`config.mk`:
```
export PLATFORM = sky130hd
export DESIGN_NAME = jpeg_stream_loader_flat
export DESIGN_NICKNAME = d
export VERILOG_FILES = /design/src/rtl/jpeg_stream_loader_if.sv /design/src/rtl/jpeg_stream_loader.sv /design/src/flat_wrapper.sv
export SDC_FILE = /design/constraint.sdc
export NUM_CORES = 1
export LEC_CHECK = 0
export ABC_CLOCK_PERIOD_IN_PS = 6390
export CORE_MARGIN = 5
export CORE_UTILIZATION = 50
export CTS_CLUSTER_SIZE = 8
export DETAILED_ROUTE_END_ITERATION = 6
export PLACE_DENSITY_LB_ADDON = 0.25
export SYNTH_ARGS = -nofsm -noshare
export SYNTH_HDL_FRONTEND = slang
export SYNTH_SLANG_ARGS = --single-unit
```
`constraint.sdc`:
```
create_clock -name clk -period 6.39 [get_ports clk]
set_input_delay 1.278 -clock clk [delete_from_list [all_inputs] [get_ports clk]]
set_output_delay 1.278 -clock clk [all_outputs]
set_load 0.005 [all_outputs]
```
`src/rtl/jpeg_stream_loader_if.sv`:
```
// ----------------------------------------------------------------------------
// jpeg_stream_loader_if
//   Byte stream from the JPEG stream loader to the decoder front end.
//   Signals:
//     byte_data  [7:0]  FIFO head byte
//     byte_sof          head byte is the FF of SOI
//     byte_eof          head byte is the D9 of EOI
//     byte_valid        FIFO not empty
//     byte_ready        consumer accepts head when byte_valid & byte_ready
//   Modports: master (loader side), slave (consumer side).
// ----------------------------------------------------------------------------
interface jpeg_stream_loader_if;
    logic [7:0] byte_data;
    logic       byte_sof;
    logic       byte_eof;
    logic       byte_valid;
    logic       byte_ready;

    modport master (
        output byte_data,
        output byte_sof,
        output byte_eof,
        output byte_valid,
        input  byte_ready
    );

    modport slave (
        input  byte_data,
        input  byte_sof,
        input  byte_eof,
        input  byte_valid,
        output byte_ready
    );
endinterface

```
`src/rtl/jpeg_stream_loader.sv`:
```
// ----------------------------------------------------------------------------
// jpeg_stream_loader
//   Packs the UART receiver's bit stream LSB-first into bytes, hunts for SOI
//   (FF D8) and forwards every byte from SOI through EOI (FF D9) inclusive
//   into a first-word-fall-through output FIFO.
//   Ports:
//     clk            system clock, rising edge
//     rst            asynchronous active-low reset
//     i_bit_in       data bit from the UART receiver
//     i_is_new       1-cycle strobe, i_bit_in valid (8 per byte, LSB first)
//     i_start        arm pulse (IDLE/DONE/ERROR -> HUNT), clears errors/count
//     o_stream       byte stream (master modport of jpeg_stream_loader_if)
//     o_busy         HUNT, SOI pending, STREAM or DRAIN
//     o_done         1-cycle pulse on DRAIN -> DONE
//     o_err_ovf      sticky, byte dropped on full FIFO
//     o_err_tmo      sticky, no completed byte for IDLE_TIMEOUT cycles
//     o_byte_count   bytes pushed this image, saturating
// ----------------------------------------------------------------------------
module jpeg_stream_loader #(
    parameter int FIFO_DEPTH   = 16,
    parameter int IDLE_TIMEOUT = 1_000_000,
    parameter int GAP_CYCLES   = 20_000
) (
    input  logic                        clk,
    input  logic                        rst,
    input  logic                        i_bit_in,
    input  logic                        i_is_new,
    input  logic                        i_start,
    jpeg_stream_loader_if.master        o_stream,
    output logic                        o_busy,
    output logic                        o_done,
    output logic                        o_err_ovf,
    output logic                        o_err_tmo,
    output logic [23:0]                 o_byte_count
);
    localparam int AW = $clog2(FIFO_DEPTH);
    localparam int CW = AW + 1;
    localparam int TW = $clog2(IDLE_TIMEOUT + 1);
    localparam int GW = $clog2(GAP_CYCLES + 1);

    typedef enum logic [2:0] {
        S_IDLE, S_HUNT, S_PEND, S_STREAM, S_DRAIN, S_DONE, S_ERROR
    } state_t;

    // ---------------- byte assembler ----------------
    logic [2:0]    r_bit_cnt;
    logic [7:0]    r_shift;
    logic [GW-1:0] r_gap_cnt;
    logic          r_byte_done;
    logic          r_prev_ff;

    // The completed byte is simply the shift register during the byte_done
    // cycle; the next strobe cannot arrive before that cycle has ended.
    always_ff @(posedge clk or negedge rst) begin
        if (!rst) begin
            r_bit_cnt   <= '0;
            r_shift     <= '0;
            r_gap_cnt   <= '0;
            r_byte_done <= 1'b0;
            r_prev_ff   <= 1'b0;
        end else begin
            r_byte_done <= 1'b0;
            if (i_is_new) begin
                r_gap_cnt          <= '0;
                r_shift[r_bit_cnt] <= i_bit_in;
                r_bit_cnt          <= r_bit_cnt + 3'd1;
                if (r_bit_cnt == 3'd7)
                    r_byte_done <= 1'b1;
            end else if (r_bit_cnt != 3'd0) begin
                // Lost strobes mid-byte: drop the partial byte and realign.
                if (r_gap_cnt == GW'(GAP_CYCLES - 1)) begin
                    r_bit_cnt <= '0;
                    r_gap_cnt <= '0;
                end else begin
                    r_gap_cnt <= r_gap_cnt + GW'(1);
                end
            end
            if (r_byte_done)
                r_prev_ff <= (r_shift == 8'hFF);
        end
    end

    // ---------------- FIFO status / push arbitration ----------------
    logic [9:0]    r_mem [FIFO_DEPTH];
    logic [AW-1:0] r_wr_ptr, r_rd_ptr;
    logic [CW-1:0] r_count;
    logic          w_pop, w_full, w_push_ok, w_ovf;

    state_t        r_state, w_state_next, w_state_fin;
    logic          w_push_req, w_push_sof, w_push_eof;
    logic [7:0]    w_push_data;
    logic          w_start_ok, w_done_next, w_tmo_hit;
    logic [TW-1:0] r_tmo_cnt;
    logic          r_done, r_err_ovf, r_err_tmo;
    logic [23:0]   r_byte_count;

    assign w_pop     = (r_count != '0) && o_stream.byte_ready;
    assign w_full    = (r_count == CW'(FIFO_DEPTH));
    // A pop in the same cycle frees the slot, so a full FIFO can still accept.
    assign w_push_ok = w_push_req && (!w_full || w_pop);
    assign w_ovf     = w_push_req && !w_push_ok;
    assign w_state_fin = w_ovf ? S_ERROR : w_state_next;

    // ---------------- FSM next state / push request ----------------
    always_comb begin
        w_state_next = r_state;
        w_push_req   = 1'b0;
        w_push_data  = r_shift;
        w_push_sof   = 1'b0;
        w_push_eof   = 1'b0;
        w_start_ok   = 1'b0;
        w_done_next  = 1'b0;
        w_tmo_hit    = 1'b0;
        case (r_state)
            S_IDLE, S_DONE, S_ERROR: begin
                if (i_start) begin
                    w_start_ok   = 1'b1;
                    w_state_next = S_HUNT;
                end
            end
            S_HUNT: begin
                if (r_byte_done && r_prev_ff && (r_shift == 8'hD8)) begin
                    w_push_req   = 1'b1;
                    w_push_data  = 8'hFF;
                    w_push_sof   = 1'b1;
                    w_state_next = S_PEND;
                end
            end
            S_PEND: begin
                // Second half of SOI, pushed the cycle after the FF.
                w_push_req   = 1'b1;
                w_push_data  = 8'hD8;
                w_state_next = S_STREAM;
            end
            S_STREAM: begin
                if (r_byte_done) begin
                    w_push_req = 1'b1;
                    if (r_prev_ff && (r_shift == 8'hD9)) begin
                        w_push_eof   = 1'b1;
                        w_state_next = S_DRAIN;
                    end
                end else if (r_tmo_cnt == TW'(IDLE_TIMEOUT - 1)) begin
                    w_tmo_hit    = 1'b1;
                    w_state_next = S_ERROR;
                end
            end
            S_DRAIN: begin
                if (r_count == '0) begin
                    w_done_next  = 1'b1;
                    w_state_next = S_DONE;
                end
            end
            default: w_state_next = S_IDLE;
        endcase
    end

    // ---------------- FSM state and status registers ----------------
    always_ff @(posedge clk or negedge rst) begin
        if (!rst) begin
            r_state      <= S_IDLE;
            r_done       <= 1'b0;
            r_err_ovf    <= 1'b0;
            r_err_tmo    <= 1'b0;
            r_byte_count <= '0;
            r_tmo_cnt    <= '0;
        end else begin
            r_state <= w_state_fin;
            r_done  <= w_done_next;
            if (w_start_ok) begin
                r_err_ovf    <= 1'b0;
                r_err_tmo    <= 1'b0;
                r_byte_count <= '0;
            end else begin
                if (w_ovf)
                    r_err_ovf <= 1'b1;
                if (w_tmo_hit)
                    r_err_tmo <= 1'b1;
                if (w_push_ok && (r_byte_count != 24'hFFFFFF))
                    r_byte_count <= r_byte_count + 24'd1;
            end
            if ((r_state != S_STREAM) || r_byte_done)
                r_tmo_cnt <= '0;
            else
                r_tmo_cnt <= r_tmo_cnt + TW'(1);
        end
    end

    // ---------------- FIFO storage and pointers ----------------
    always_ff @(posedge clk) begin
        if (w_push_ok)
            r_mem[r_wr_ptr] <= {w_push_sof, w_push_eof, w_push_data};
    end

    always_ff @(posedge clk or negedge rst) begin
        if (!rst) begin
            r_wr_ptr <= '0;
            r_rd_ptr <= '0;
            r_count  <= '0;
        end else if (w_start_ok) begin
            // Arming always starts from an empty FIFO (flushes after ERROR).
            r_wr_ptr <= '0;
            r_rd_ptr <= '0;
            r_count  <= '0;
        end else begin
            if (w_push_ok)
                r_wr_ptr <= r_wr_ptr + AW'(1);
            if (w_pop)
                r_rd_ptr <= r_rd_ptr + AW'(1);
            case ({w_push_ok, w_pop})
                2'b10:   r_count <= r_count + CW'(1);
                2'b01:   r_count <= r_count - CW'(1);
                default: r_count <= r_count;
            endcase
        end
    end

    // ---------------- outputs ----------------
    logic [9:0] w_head;
    assign w_head = r_mem[r_rd_ptr];

    // Head is masked while empty so outputs are 0 out of reset.
    assign o_stream.byte_valid = (r_count != '0);
    assign o_stream.byte_data  = o_stream.byte_valid ? w_head[7:0] : 8'h00;
    assign o_stream.byte_eof   = o_stream.byte_valid ? w_head[8]   : 1'b0;
    assign o_stream.byte_sof   = o_stream.byte_valid ? w_head[9]   : 1'b0;

    assign o_busy       = (r_state == S_HUNT) || (r_state == S_PEND) ||
                          (r_state == S_STREAM) || (r_state == S_DRAIN);
    assign o_done       = r_done;
    assign o_err_ovf    = r_err_ovf;
    assign o_err_tmo    = r_err_tmo;
    assign o_byte_count = r_byte_count;
endmodule

```
`src/flat_wrapper.sv`:
```
// flat-port wrapper written by rule: the top's interface ports become plain ports
module jpeg_stream_loader_flat 
#(
    parameter int FIFO_DEPTH   = 16,
    parameter int IDLE_TIMEOUT = 1_000_000,
    parameter int GAP_CYCLES   = 20_000
)
  (clk, rst, i_bit_in, i_is_new, i_start, o_busy, o_done, o_err_ovf, o_err_tmo, o_byte_count, o_stream_byte_data, o_stream_byte_sof, o_stream_byte_eof, o_stream_byte_valid, o_stream_byte_ready);
  jpeg_stream_loader_if o_stream_i ();
  input  logic clk;
  input  logic rst;
  input  logic i_bit_in;
  input  logic i_is_new;
  input  logic i_start;
  output logic o_busy;
  output logic o_done;
  output logic o_err_ovf;
  output logic o_err_tmo;
  output logic [23:0] o_byte_count;
  output wire logic [$bits(o_stream_i.byte_data)-1:0] o_stream_byte_data;
  output wire logic [$bits(o_stream_i.byte_sof)-1:0] o_stream_byte_sof;
  output wire logic [$bits(o_stream_i.byte_eof)-1:0] o_stream_byte_eof;
  output wire logic [$bits(o_stream_i.byte_valid)-1:0] o_stream_byte_valid;
  input wire logic [$bits(o_stream_i.byte_ready)-1:0] o_stream_byte_ready;
  assign o_stream_byte_data = o_stream_i.byte_data;
  assign o_stream_byte_sof = o_stream_i.byte_sof;
  assign o_stream_byte_eof = o_stream_i.byte_eof;
  assign o_stream_byte_valid = o_stream_i.byte_valid;
  assign o_stream_i.byte_ready = o_stream_byte_ready;
  jpeg_stream_loader #(.FIFO_DEPTH(FIFO_DEPTH), .IDLE_TIMEOUT(IDLE_TIMEOUT), .GAP_CYCLES(GAP_CYCLES)) u_core (.clk(clk), .rst(rst), .i_bit_in(i_bit_in), .i_is_new(i_is_new), .i_start(i_start), .o_stream(o_stream_i), .o_busy(o_busy), .o_done(o_done), .o_err_ovf(o_err_ovf), .o_err_tmo(o_err_tmo), .o_byte_count(o_byte_count));
endmodule
```
Word-level counts from Yosys, hierarchy flattened:

Memory sizes are Yosys's and may differ from the RTL's.
Cells that the tools add are included.

* register bits: 91
* latch bits: 0
* RAM bits: 160
* ROM bits: 0
* input port bits: 6
* output and inout port bits: 39
* word-level logic and storage cells: 130
* memories: 1

Memories
* u_core.r_mem: depth 16, width 10, rd ports 1, clocked after memory_dff 0, wr ports 1, RTL line jpeg_stream_loader.sv:84 `logic [9:0] r_mem [FIFO_DEPTH];`

* add/sub/neg operators: 8
* multiply operators: 0
* divide/modulo/power cells: 0
* $lt $le $gt $ge: 2
* equality and inequality tests: 22
* shifts and indexed selects: 0
* mux-type cells: 53
* bitwise operators: 0
* reduce and logical (&&, ||, !) cells: 30

Operators by type and width (count)
* 24-bit 2-to-1 mux: 2
* 15-bit 2-to-1 mux: 3
* 3-bit 2-to-1 mux: 10
* 24-bit by 1-bit adder with 24-bit output, second input constant: 1
* 8-bit equality test, second input constant: 3
* 1-bit 2-to-1 mux: 24
* 24-bit inequality test, second input constant: 1
* 20-bit by 1-bit adder with 20-bit output, second input constant: 1
* 20-bit equality test, second input constant: 1
* 20-bit 2-to-1 mux: 1
* 4-bit 2-to-1 mux: 4
* 8-bit 2-to-1 mux: 2
* 8-bit one-hot mux with 2 select lines: 1
* 15-bit by 1-bit adder with 15-bit output, second input constant: 1
* 15-bit equality test, second input constant: 1
* 3-bit one-hot mux with 5 select lines: 1
* 2-bit nonzero test: 7
* 3-bit equality test, second input constant: 4
* 5-bit one-hot mux with 2 select lines: 1
* 4-bit by 1-bit adder with 4-bit output, second input constant: 2
* 8-bit bitwise mux: 1
* 1-bit logical AND: 8
* 3-bit by 2-bit equality test with 1-bit output, second input constant: 2
* 3-bit by 1-bit inequality test with 1-bit output, second input constant: 2
* other kinds (24): 31

Depth between registers and ports, before layout:

Gate-level depths: netlist (run 1).

* depth after elaboration: 9
* mapped depth: 17
* gate-level depth less buffers: 12

Worst setup path after synthesis (run 1):

OpenSTA, ideal clock, no wires.

* kind: input to register
* start: input o_stream_byte_ready
* end: register u_core.r_count[4]
* setup time: 78 ps
* arrival: 3692 ps
* required time: 6312 ps
* slack: 2620 ps
* stages on the path: 16
* path buffers: 4
* cell sequence: inv_1 nand3_1 o21a_2 buf_6 inv_4 buf_6 clkbuf_1 ha_1 clkbuf_1 xor2_1 ha_1 a21oi_1 a32o_1 a21oi_1 or3_1 a21oi_1

* cells in the longest elaborated chain, start to end: 6
* elaborated cells on any way between the ends: 8
* those cells by class: eq/ne: 2; mux: 2; reduce/logical: 4

Ends and longest elaborated chain
* start, declared: RTL line flat_wrapper.sv:24 `input wire logic [$bits(o_stream_i.byte_ready)-1:0] o_stream_byte_ready;`
* 1-bit logical AND *: RTL line jpeg_stream_loader.sv:97 `assign w_pop = (r_count != '0) && o_stream.byte_ready;`
* 1-bit logical OR: RTL line jpeg_stream_loader.sv:100 `assign w_push_ok = w_push_req && (!w_full || w_pop);`
* 1-bit logical AND: RTL line jpeg_stream_loader.sv:100
* 2-bit by 1-bit equality test with 1-bit output or 2-bit equality test (tied branches): RTL line jpeg_stream_loader.sv:209 `case ({w_push_ok, w_pop})`
* 5-bit one-hot mux with 2 select lines: RTL line jpeg_stream_loader.sv:209
* 5-bit 2-to-1 mux: RTL line jpeg_stream_loader.sv:199 `end else if (w_start_ok) begin`
* end signal, assigned: RTL line jpeg_stream_loader.sv:210 `2'b10: r_count <= r_count + CW'(1);`
* end signal, assigned: RTL line jpeg_stream_loader.sv:211 `2'b01: r_count <= r_count - CW'(1);`
* end signal, assigned: RTL line jpeg_stream_loader.sv:212 `default: r_count <= r_count;`
* end, declared: RTL line jpeg_stream_loader.sv:86 `logic [CW-1:0] r_count;`

Mark *: on every way between the ends. The rest lies on a longest branch, timed or not.
A chain may end at the register's enable or synchronous reset.

Final worst setup path (run 1):

* start: register u_core.r_rd_ptr[0]
* end: output o_stream_byte_data[7]

* cells in the longest elaborated chain, start to end: 2

Ends and longest elaborated chain
* start, declared: RTL line jpeg_stream_loader.sv:85 `logic [AW-1:0] r_wr_ptr, r_rd_ptr;`
* start signal, assigned: RTL line jpeg_stream_loader.sv:208 `r_rd_ptr <= r_rd_ptr + AW'(1);`
* memory read 16 x 10 bit
* 8-bit 2-to-1 mux: RTL line jpeg_stream_loader.sv:223 `assign o_stream.byte_data = o_stream.byte_valid ? w_head[7:0] : 8'h00;`
* end, declared: RTL line flat_wrapper.sv:20 `output wire logic [$bits(o_stream_i.byte_data)-1:0] o_stream_byte_data;`

Every way passes these cells.

==> results_dict.tcl, run 1 <==
set metrics [dict create \
    pre_cts_ws_ns 1.91 \
    p_sw_mw 1.54 \
    wl_um 24300 \
    finalSetupTns_ns 0 \
    endpoint_kind "primary output" \
    seq_power_share_pct 42.2 \
    htreeDepth 2 \
    io_pins 45 \
    yosysTopAreaCell "edfxtp_1" \
    antenna_found_initial 0 \
    ir_worst_vdd_uv 306 \
    startpoint "u_core.r_rd_ptr[0]" \
    grt_usage_pct 19.0 \
    drt-wirelength-per-cell_um 21.4 \
    portBuffers 44 \
    synthFlopType "edfxtp_1" \
    async_reset_ff_share_pct 36.3 \
    hold_buffers 0 \
    synth_cell_types 61 \
    r2r-start "u_core.r_state[2]" \
    cts_tree "done" \
    p_int_mw 3.71 \
    clockRootBuffer "clkbuf_16" \
    fin_nets 857 \
    p_leak_nw 4.56 \
    status "complete, no violations" \
    max_slew_margin_pct 26.7 \
    path_class "flip-flop to primary output" \
    antenna_cells 0 \
    cts.sinks 251 \
    ys_top_cells_by_area "edfxtp_1 (43%), dfrtp_1 (20%), mux4_2 (10%)" \
    dr.pass1.iters 5 \
    reg2reg_depth 12 \
    antenna_left 0 \
    rsz0062_at_grt "false" \
    synthCells 789 \
    num_rows 54 \
    area_growth_pct 15.0 \
    grt_pass1_wl_um 38800 \
    drcViolationCount 0 \
    ys_top_cells_by_count "edfxtp_1 (160), dfrtp_1 (91), nor2_1 (57)" \
    ys_seq_area_share_pct 63.1 \
    clockBufferDepth 3 \
    whs_ns 0.447 \
    hp-class "flip-flop to flip-flop" \
    synth_top_area_share_pct 42.8 \
    layout-drive-gt1-share_pct 13.8 \
    worstPathMaxFanout 32 \
    r2r_end "u_core.r_count[4]" \
    cellPowerDensity_nw_per_um2 407 \
    drt_iter0_drc 632 \
    sw_frac_of_total_pct 29.3 \
    crit_path_end "o_stream_byte_data[7]" \
    post_cts_buffers 0 \
    post-route-period-util_pct 76.9 \
    hold_violations 0 \
    avgViaCountPerCell 6.11 \
    place_congestion 0.828 \
    avgSynthCellArea_um2 14.2 \
    drv_cap 0 \
    reg2reg_setup_slack_ns 2.72 \
    setup_viol 0 \
    cts_buffers 37 \
    hpwl_um 14700 \
    fmax_mhz 203 \
    syn_area_um2 11200 \
    critPathLaunchType "flip-flop" \
    finClkSkew_ns 0.0174 \
    setup_ws_ns 1.47 \
    design.die.area_um2 25500 \
    grt_overflow 0 \
    path_clk_slew_ns 0.05 \
    clk_latency_ns 0.52 \
    vias 6915 \
    worst_pin_slew_ns 1.10 \
    post-route-min-period_ns 4.92 \
    clockPowerShare_pct 33.7 \
    synth_edf_count 160 \
    ctsResizeCount 0 \
    worstPathRequired_ns 5.11 \
    yosysWarnings 0 \
    yosysMostFrequentCell "edfxtp_1" \
    core_um2 22000 \
    initial_utilization_pct 51.1 \
    combinationalPowerShare_pct 24.1 \
    syn_nets 809 \
    grt_max_degree 52 \
    fp.dieH_um 160 \
    power_mw 5.25 \
    arrival_ns 3.64 \
    fin_util_pct 58.8 \
    grt_pass1_vias 7116 \
    ys_ff_latch 251 \
    die_w_um 160 \
    slew_viol_final 0 \
]
stage by stage:
step	instances	instance area (um^2)
final	1132	12900
after global routing	1132	12900
after CTS	1132	12900
after detailed placement	1078	11900
after global placement	1078	11900
after floorplan	789	11200
worst min path at each step:
stage | startpoint | endpoint | slack (ns) | cells after the start
CTS | u_core.r_tmo_cnt[0] | u_core.r_tmo_cnt[0] | 0.45 | 1
finish | u_core.r_tmo_cnt[0] | u_core.r_tmo_cnt[0] | 0.45 | 1
global route | u_core.r_tmo_cnt[0] | u_core.r_tmo_cnt[0] | 0.47 | 1
global placement | u_core.r_tmo_cnt[0] | u_core.r_tmo_cnt[0] | 0.44 | 1
floorplan | u_core.r_tmo_cnt[0] | u_core.r_tmo_cnt[0] | 0.42 | 1
detailed placement | u_core.r_tmo_cnt[0] | u_core.r_tmo_cnt[0] | 0.44 | 1
kinds of logic after synthesis:
group,Yosys count,synth area share [%]
multiplexers,66,11.6
AND/OR/NAND/NOR,275,13.4
XOR/XNOR,39,3.04
AO/OA/AOI/OAI,88,5.19
adder cells (fa/ha/maj),14,1.56
buffers and inverters,56,2.13
flip-flops,251,63.1
final cells by class:
cell class              instances  area [um^2]
repair buffers                 47          460
flip-flops and latches        251         7080
multi-input cells             482         3900
clock buffers                  51         1000
fillers                      1622         9050
clock inverters                 3         43.8
inverters                      18         70.1
well taps                     280          350
routing by layer:
metal / part of all wire (%) / track usage [%] / vias up
li1: - / - / 3111
met1: 43 / 26.3 / 3527
met2: 49 / 30.9 / 232
met3: 6.2 / 3.89 / 45
met4: 1.9 / 5.87 / 0
met5: 0 / 0 / -
state kept, by name, summed over array words and instances, names as in the netlist:
register             count
u_core.r_shift           8
u_core.r_gap_cnt        15
u_core.o_byte_count     24
u_core.o_err_tmo         1
u_core.o_err_ovf         1
u_core.r_prev_ff         1
u_core.r_bit_cnt         3
u_core.r_mem           160
u_core.r_state           3
u_core.r_wr_ptr          4
u_core.o_done            1
u_core.r_tmo_cnt        20
u_core.r_rd_ptr          4
u_core.r_count           5
u_core.r_byte_done       1
power by group through the flow:
stage | combinational, mW | clock [mW] | sequential (mW)
final | 1.26 | 1.77 | 2.21
after global routing | 1.39 | 1.88 | 2.25
after CTS | 1.28 | 1.80 | 2.22
after detailed placement | 1.27 | 0 | 2.25
after global placement | 1.22 | 0 | 2.24
after floorplan | 0.973 | 0 | 2.10
placed cells by master (no fill, tap or decap), types with 14 or more instances in the layout:
cell type,instances
edfxtp_1,160
dfrtp_1,90
nor2_1,57
nand2_1,51
mux4_2,50
clkdlybuf4s50_1,43
clkbuf_16,38
a21oi_1,28
and2_1,23
nand3_1,21
xor2_1,20
xnor2_1,19
nand4_1,18
inv_1,17
or4_1,15
nor3_1,15
o21ai_0,14
o31ai_1,14
ha_1,14
worst max-delay path, stage by stage (launching register included):
cell             delay (ns)
dfrtp_2                1.06
buf_4                  0.41
mux4_2                 0.53
mux4_2                 0.47
and2_1                 0.18
clkdlybuf4s50_1        0.45
No activity file was read; power rests on OpenSTA's default activity.
==> run 2, diff against run 1 <==
--- a/config.mk
+++ b/config.mk
@@ -5,7 +5,7 @@
 export SDC_FILE = /design/constraint.sdc
 export NUM_CORES = 1
 export LEC_CHECK = 0
-export ABC_CLOCK_PERIOD_IN_PS = 6390
+export ABC_CLOCK_PERIOD_IN_PS = 4100
 export CORE_MARGIN = 5
 export CORE_UTILIZATION = 50
 export CTS_CLUSTER_SIZE = 8
==> constraint.sdc (replaced) <==
create_clock -name clk -period 4.1 [get_ports clk]
set_input_delay 0.82 -clock clk [delete_from_list [all_inputs] [get_ports clk]]
set_output_delay 0.82 -clock clk [all_outputs]
set_load 0.005 [all_outputs]
==> results_dict.tcl, run 2 (synthesized netlist as in run 1, its figures left out) <==
set metrics [dict create \
    status "complete, no violations" \
    clk_latency_ns 0.51 \
    highest_layer "met4" \
    crit_family "multiplexers" \
    largest_reg_flops 160 \
    grt_pass1_vias 7237 \
    wl_met3_um 1350 \
    hpwl_um 15100 \
    setup_viol 0 \
    area_growth_pct 15.4 \
    vias 6877 \
    regArea_um2 7080 \
    worstPathRequired_ns 3.28 \
    avgViaCountPerCell 6.04 \
    cp_common_cell "mux4_2" \
    rsz0062_at_grt "false" \
    drt-wirelength-per-cell_um 21.0 \
    path_depth 5 \
    path_class "flip-flop to primary output" \
    drcViolationCount 0 \
    finClkSkew_ns 0.0147 \
    fillers 1621 \
    antenna_left 0 \
    max_slew_margin_pct 34.0 \
    wl_met2_um 11600 \
    worst-path-buf-inv 2 \
    hp-class "input port to asynchronous set/reset pin" \
    path_clk_slew_ns 0.05 \
    finalSetupTns_ns 0 \
    grt_max_degree 66 \
    clockBufferDepth 3 \
    hold_violations 0 \
    layout-drive-gt1-share_pct 14.5 \
    portBuffers 44 \
    reg2reg_setup_slack_ns 0.66 \
    p_leak_nw 4.59 \
    ir_worst_vdd_uv 355 \
    fmax_mhz 263 \
    fin_nets 864 \
    worst_pin_slew_ns 0.989 \
    place_congestion 0.841 \
    cellPowerDensity_nw_per_um2 629 \
    initial_utilization_pct 51.1 \
    max_flop_register "u_core.r_mem" \
    slew_viol_final 0 \
    die_w_um 160 \
    startpoint "u_core.r_rd_ptr[0]" \
    critPathLaunchType "flip-flop" \
    dr.pass1.iters 5 \
    grt_overflow 0 \
    final_cell_mix "edfxtp_1 (160), dfrtp_1 (90), nor2_1 (57), nand2_1 (51), mux4_2 (50)" \
    grt_pass1_wl_um 39000 \
    final_common_cell "edfxtp_1" \
    r2r_end "u_core.r_count[4]" \
    design.die.area_um2 25500 \
    io_pins 45 \
    multi_input_area_um2 3900 \
    cts.sinks 251 \
    crit_path_end "o_stream_byte_data[0]" \
    cp_slowest_cell "mux4_2" \
    max_stage_delay_ns 0.56 \
    clockRootBuffer "clkbuf_16" \
    cts_buffers 37 \
    drv_cap 0 \
    core_um2 22000 \
    antenna_cells 0 \
    post-route-min-period_ns 3.80 \
    cts_tree "done" \
    r2r-start "u_core.r_state[1]" \
    antenna_found_initial 0 \
    cp_cell_sequence "buf_12 -> mux4_2 -> mux4_2 -> and2_1 -> clkdlybuf4s50_1" \
    htreeDepth 2 \
    reg2reg_depth 12 \
    hold_buffers 0 \
    power_mw 8.15 \
    ctsResizeCount 0 \
    num_rows 54 \
    post_cts_buffers 0 \
    worstPathMaxFanout 39 \
    wl_met1_um 10600 \
    arrival_ns 2.98 \
    endpoint_kind "primary output" \
    grt_usage_pct 19.1 \
    drt_iter0_drc 604 \
    wl_um 23900 \
    fp.dieH_um 160 \
    post-route-period-util_pct 92.8 \
]
## run 2: cell types whose count changed in the layout (fill, tap and decap cells not counted), sizes merged
cell  previous run  this run
inv             19        18
buf              4        11
## run 2: cell type report
type | instances | area share [%]
flip-flops and latches | 251 | 54.7
multi-input cells | 482 | 30.1
clock buffers | 51 | 7.72
repair buffers | 54 | 4.06
well taps | 280 | 2.71
inverters | 18 | 0.541
clock inverters | 2 | 0.184
## run 2: worst min path at each step
stage | slack [ns] | to | cells past startpoint | from
3_3_place_gp | 0.44 | u_core.r_tmo_cnt[0] | 1 | u_core.r_tmo_cnt[0]
3_5_place_dp | 0.47 | u_core.r_tmo_cnt[0] | 1 | u_core.r_tmo_cnt[0]
6_report | 0.42 | u_core.r_tmo_cnt[13] | 1 | rst
5_1_grt | 0.47 | u_core.r_tmo_cnt[13] | 1 | rst
4_1_cts | 0.42 | u_core.r_tmo_cnt[13] | 1 | rst
2_1_floorplan | 0.42 | u_core.r_tmo_cnt[0] | 1 | u_core.r_tmo_cnt[0]
## run 2: power breakdown
group | internal (mW) | switching, mW
clock | 1.67 | 1.01
combinational | 1.01 | 1.07
sequential | 3.11 | 0.266
total | 5.80 | 2.35
## run 2: metal layers
metal | vias to the layer above | track usage (%)
li1 | 3124 | -
met4 | 0 | 5.36
met3 | 34 | 3.71
met1 | 3519 | 26.2
met2 | 200 | 31.5
met5 | - | 0
## run 2: stage by stage
stage | cells | hold WS (ns) | utilization [%] | setup WS (ns) | area, um^2
after global routing | 1138 | 0.471 | 59.0 | 0.165 | 12900
after floorplan | 789 | 0.424 | - | 0.763 | 11200
after global placement | 1085 | 0.442 | 54.3 | 0.607 | 11900
after CTS | 1138 | 0.425 | 59.0 | 0.249 | 12900
after detailed placement | 1085 | 0.470 | 54.3 | 0.519 | 11900
final | 1138 | 0.418 | 59.0 | 0.296 | 12900
==> run 3, diff against run 2 <==
--- a/config.mk
+++ b/config.mk
@@ -6,7 +6,7 @@
 export NUM_CORES = 1
 export LEC_CHECK = 0
 export ABC_CLOCK_PERIOD_IN_PS = 4100
-export CORE_MARGIN = 5
+export CORE_MARGIN = 4
 export CORE_UTILIZATION = 50
 export CTS_CLUSTER_SIZE = 8
 export DETAILED_ROUTE_END_ITERATION = 6
==> results_dict.tcl, run 3 (synthesized netlist as in run 1, its figures left out) <==
set metrics [dict create \
    num_rows 54 \
    post-route-min-period_ns 3.66 \
    grt_max_degree 67 \
    area_growth_pct 15.2 \
    largest_reg_flops 160 \
    portBuffers 44 \
    cts.sinks 251 \
    antenna_left 0 \
    drt-wirelength-per-cell_um 21.1 \
    path_clk_slew_ns 0.05 \
    initial_utilization_pct 51.1 \
    r2r_end "u_core.r_count[4]" \
    p_leak_nw 4.57 \
    post_cts_buffers 0 \
    dr.pass1.iters 5 \
    finClkSkew_ns 0.0151 \
    hp-class "input port to asynchronous set/reset pin" \
    worstPathRequired_ns 3.28 \
    slew_viol_final 0 \
    fin_nets 860 \
    path_class "flip-flop to primary output" \
    fp.dieH_um 158 \
    startpoint "u_core.r_rd_ptr[0]" \
    endpoint_kind "primary output" \
    clockBufferDepth 3 \
    finalSetupTns_ns 0 \
    cellPowerDensity_nw_per_um2 631 \
    crit_path_end "o_stream_byte_data[3]" \
    core_um2 22000 \
    grt_pass1_wl_um 38900 \
    design.die.area_um2 24900 \
    arrival_ns 2.84 \
    wl_um 23900 \
    max_slew_margin_pct 35.2 \
    io_pins 45 \
    grt_pass1_vias 7142 \
    max_flop_register "u_core.r_mem" \
    ir_worst_vdd_uv 397 \
    htreeDepth 2 \
    layout-drive-gt1-share_pct 14.1 \
    drt_iter0_drc 549 \
    rsz0062_at_grt "false" \
    reg2reg_setup_slack_ns 0.68 \
    cts_tree "done" \
    hold_violations 0 \
    grt_usage_pct 20.0 \
    clockRootBuffer "clkbuf_16" \
    worstPathMaxFanout 25 \
    hpwl_um 15400 \
    fillers 1656 \
    drcViolationCount 0 \
    setup_ws_ns 0.441 \
    post-route-period-util_pct 89.2 \
    clk_latency_ns 0.50 \
    antenna_found_initial 0 \
    vias 6877 \
    r2r-start "u_core.r_state[2]" \
    reg2reg_depth 12 \
    cts_buffers 37 \
    pre_cts_ws_ns 0.488 \
    setup_viol 0 \
    worst_pin_slew_ns 0.972 \
    status "complete, no violations" \
    ctsResizeCount 0 \
    die_w_um 158 \
    hold_buffers 0 \
    final_cell_mix "edfxtp_1 (160), dfrtp_1 (90), nor2_1 (57), nand2_1 (51), mux4_2 (50)" \
    place_congestion 0.822 \
    fmax_mhz 273 \
    drv_cap 0 \
    avgViaCountPerCell 6.06 \
    critPathLaunchType "flip-flop" \
    final_common_cell "edfxtp_1" \
    antenna_cells 0 \
    grt_overflow 0 \
]
-- run 3: how the worst min path moves through the flow --
| stage | slack (ns) | start | endpoint |
|---|---|---|---|
| 3_3_place_gp | 0.44 | u_core.r_tmo_cnt[0] | u_core.r_tmo_cnt[0] |
| 4_1_cts | 0.46 | u_core.r_tmo_cnt[0] | u_core.r_tmo_cnt[0] |
| 5_1_grt | 0.49 | u_core.r_tmo_cnt[0] | u_core.r_tmo_cnt[0] |
| 2_1_floorplan | 0.42 | u_core.r_tmo_cnt[0] | u_core.r_tmo_cnt[0] |
| 6_report | 0.41 | rst | u_core.r_tmo_cnt[14] |
| 3_5_place_dp | 0.45 | u_core.r_tmo_cnt[0] | u_core.r_tmo_cnt[0] |
-- run 3: per-stage QoR --
stage	area [um^2]	hold WS, ns	power (mW)	utilization (%)	std cells
2_1_floorplan	11200	0.424	4.79	-	789
3_5_place_dp	11900	0.450	5.57	54.3	1081
6_report	12900	0.414	8.15	58.8	1134
5_1_grt	12900	0.488	8.59	58.8	1134
3_3_place_gp	11900	0.441	5.47	54.3	1081
4_1_cts	12900	0.459	8.23	58.8	1134
-- run 3: area by class of cell --
type | instances | area (um^2) | share of cell area [%]
Sequential cell | 251 | 7080 | 54.8
Multi-Input combinational cell | 482 | 3900 | 30.2
Timing Repair Buffer | 50 | 520 | 4.03
Tap cell | 280 | 350 | 2.71
Inverter | 18 | 70.1 | 0.542
Clock buffer | 50 | 975 | 7.54
Clock inverter | 3 | 25.0 | 0.194
-- run 3: power breakdown --
part           total [mW]  internal, mW  switching, mW  leakage, nW
logic                2.12          1.04           1.09         1.43
clock network        2.64          1.63           1.00        0.481
registers            3.39          3.11          0.273         2.65
total                8.15          5.78           2.36         4.57
-- run 3: critical path: stages (launching register included) --
cell	delay, ns
dfrtp_2	0.40
buf_12	0.23
mux4_2	0.55
mux4_2	0.51
and2_1	0.18
clkdlybuf4s50_1	0.44
-- run 3: layer usage --
layer | track usage (%) | up-vias | routed length, um
met4 | 5.57 | 0 | 537
met1 | 28.7 | 3470 | 10600
li1 | - | 3125 | -
met5 | 0 | - | 0
met2 | 31.6 | 232 | 11300
met3 | 3.91 | 50 | 1490
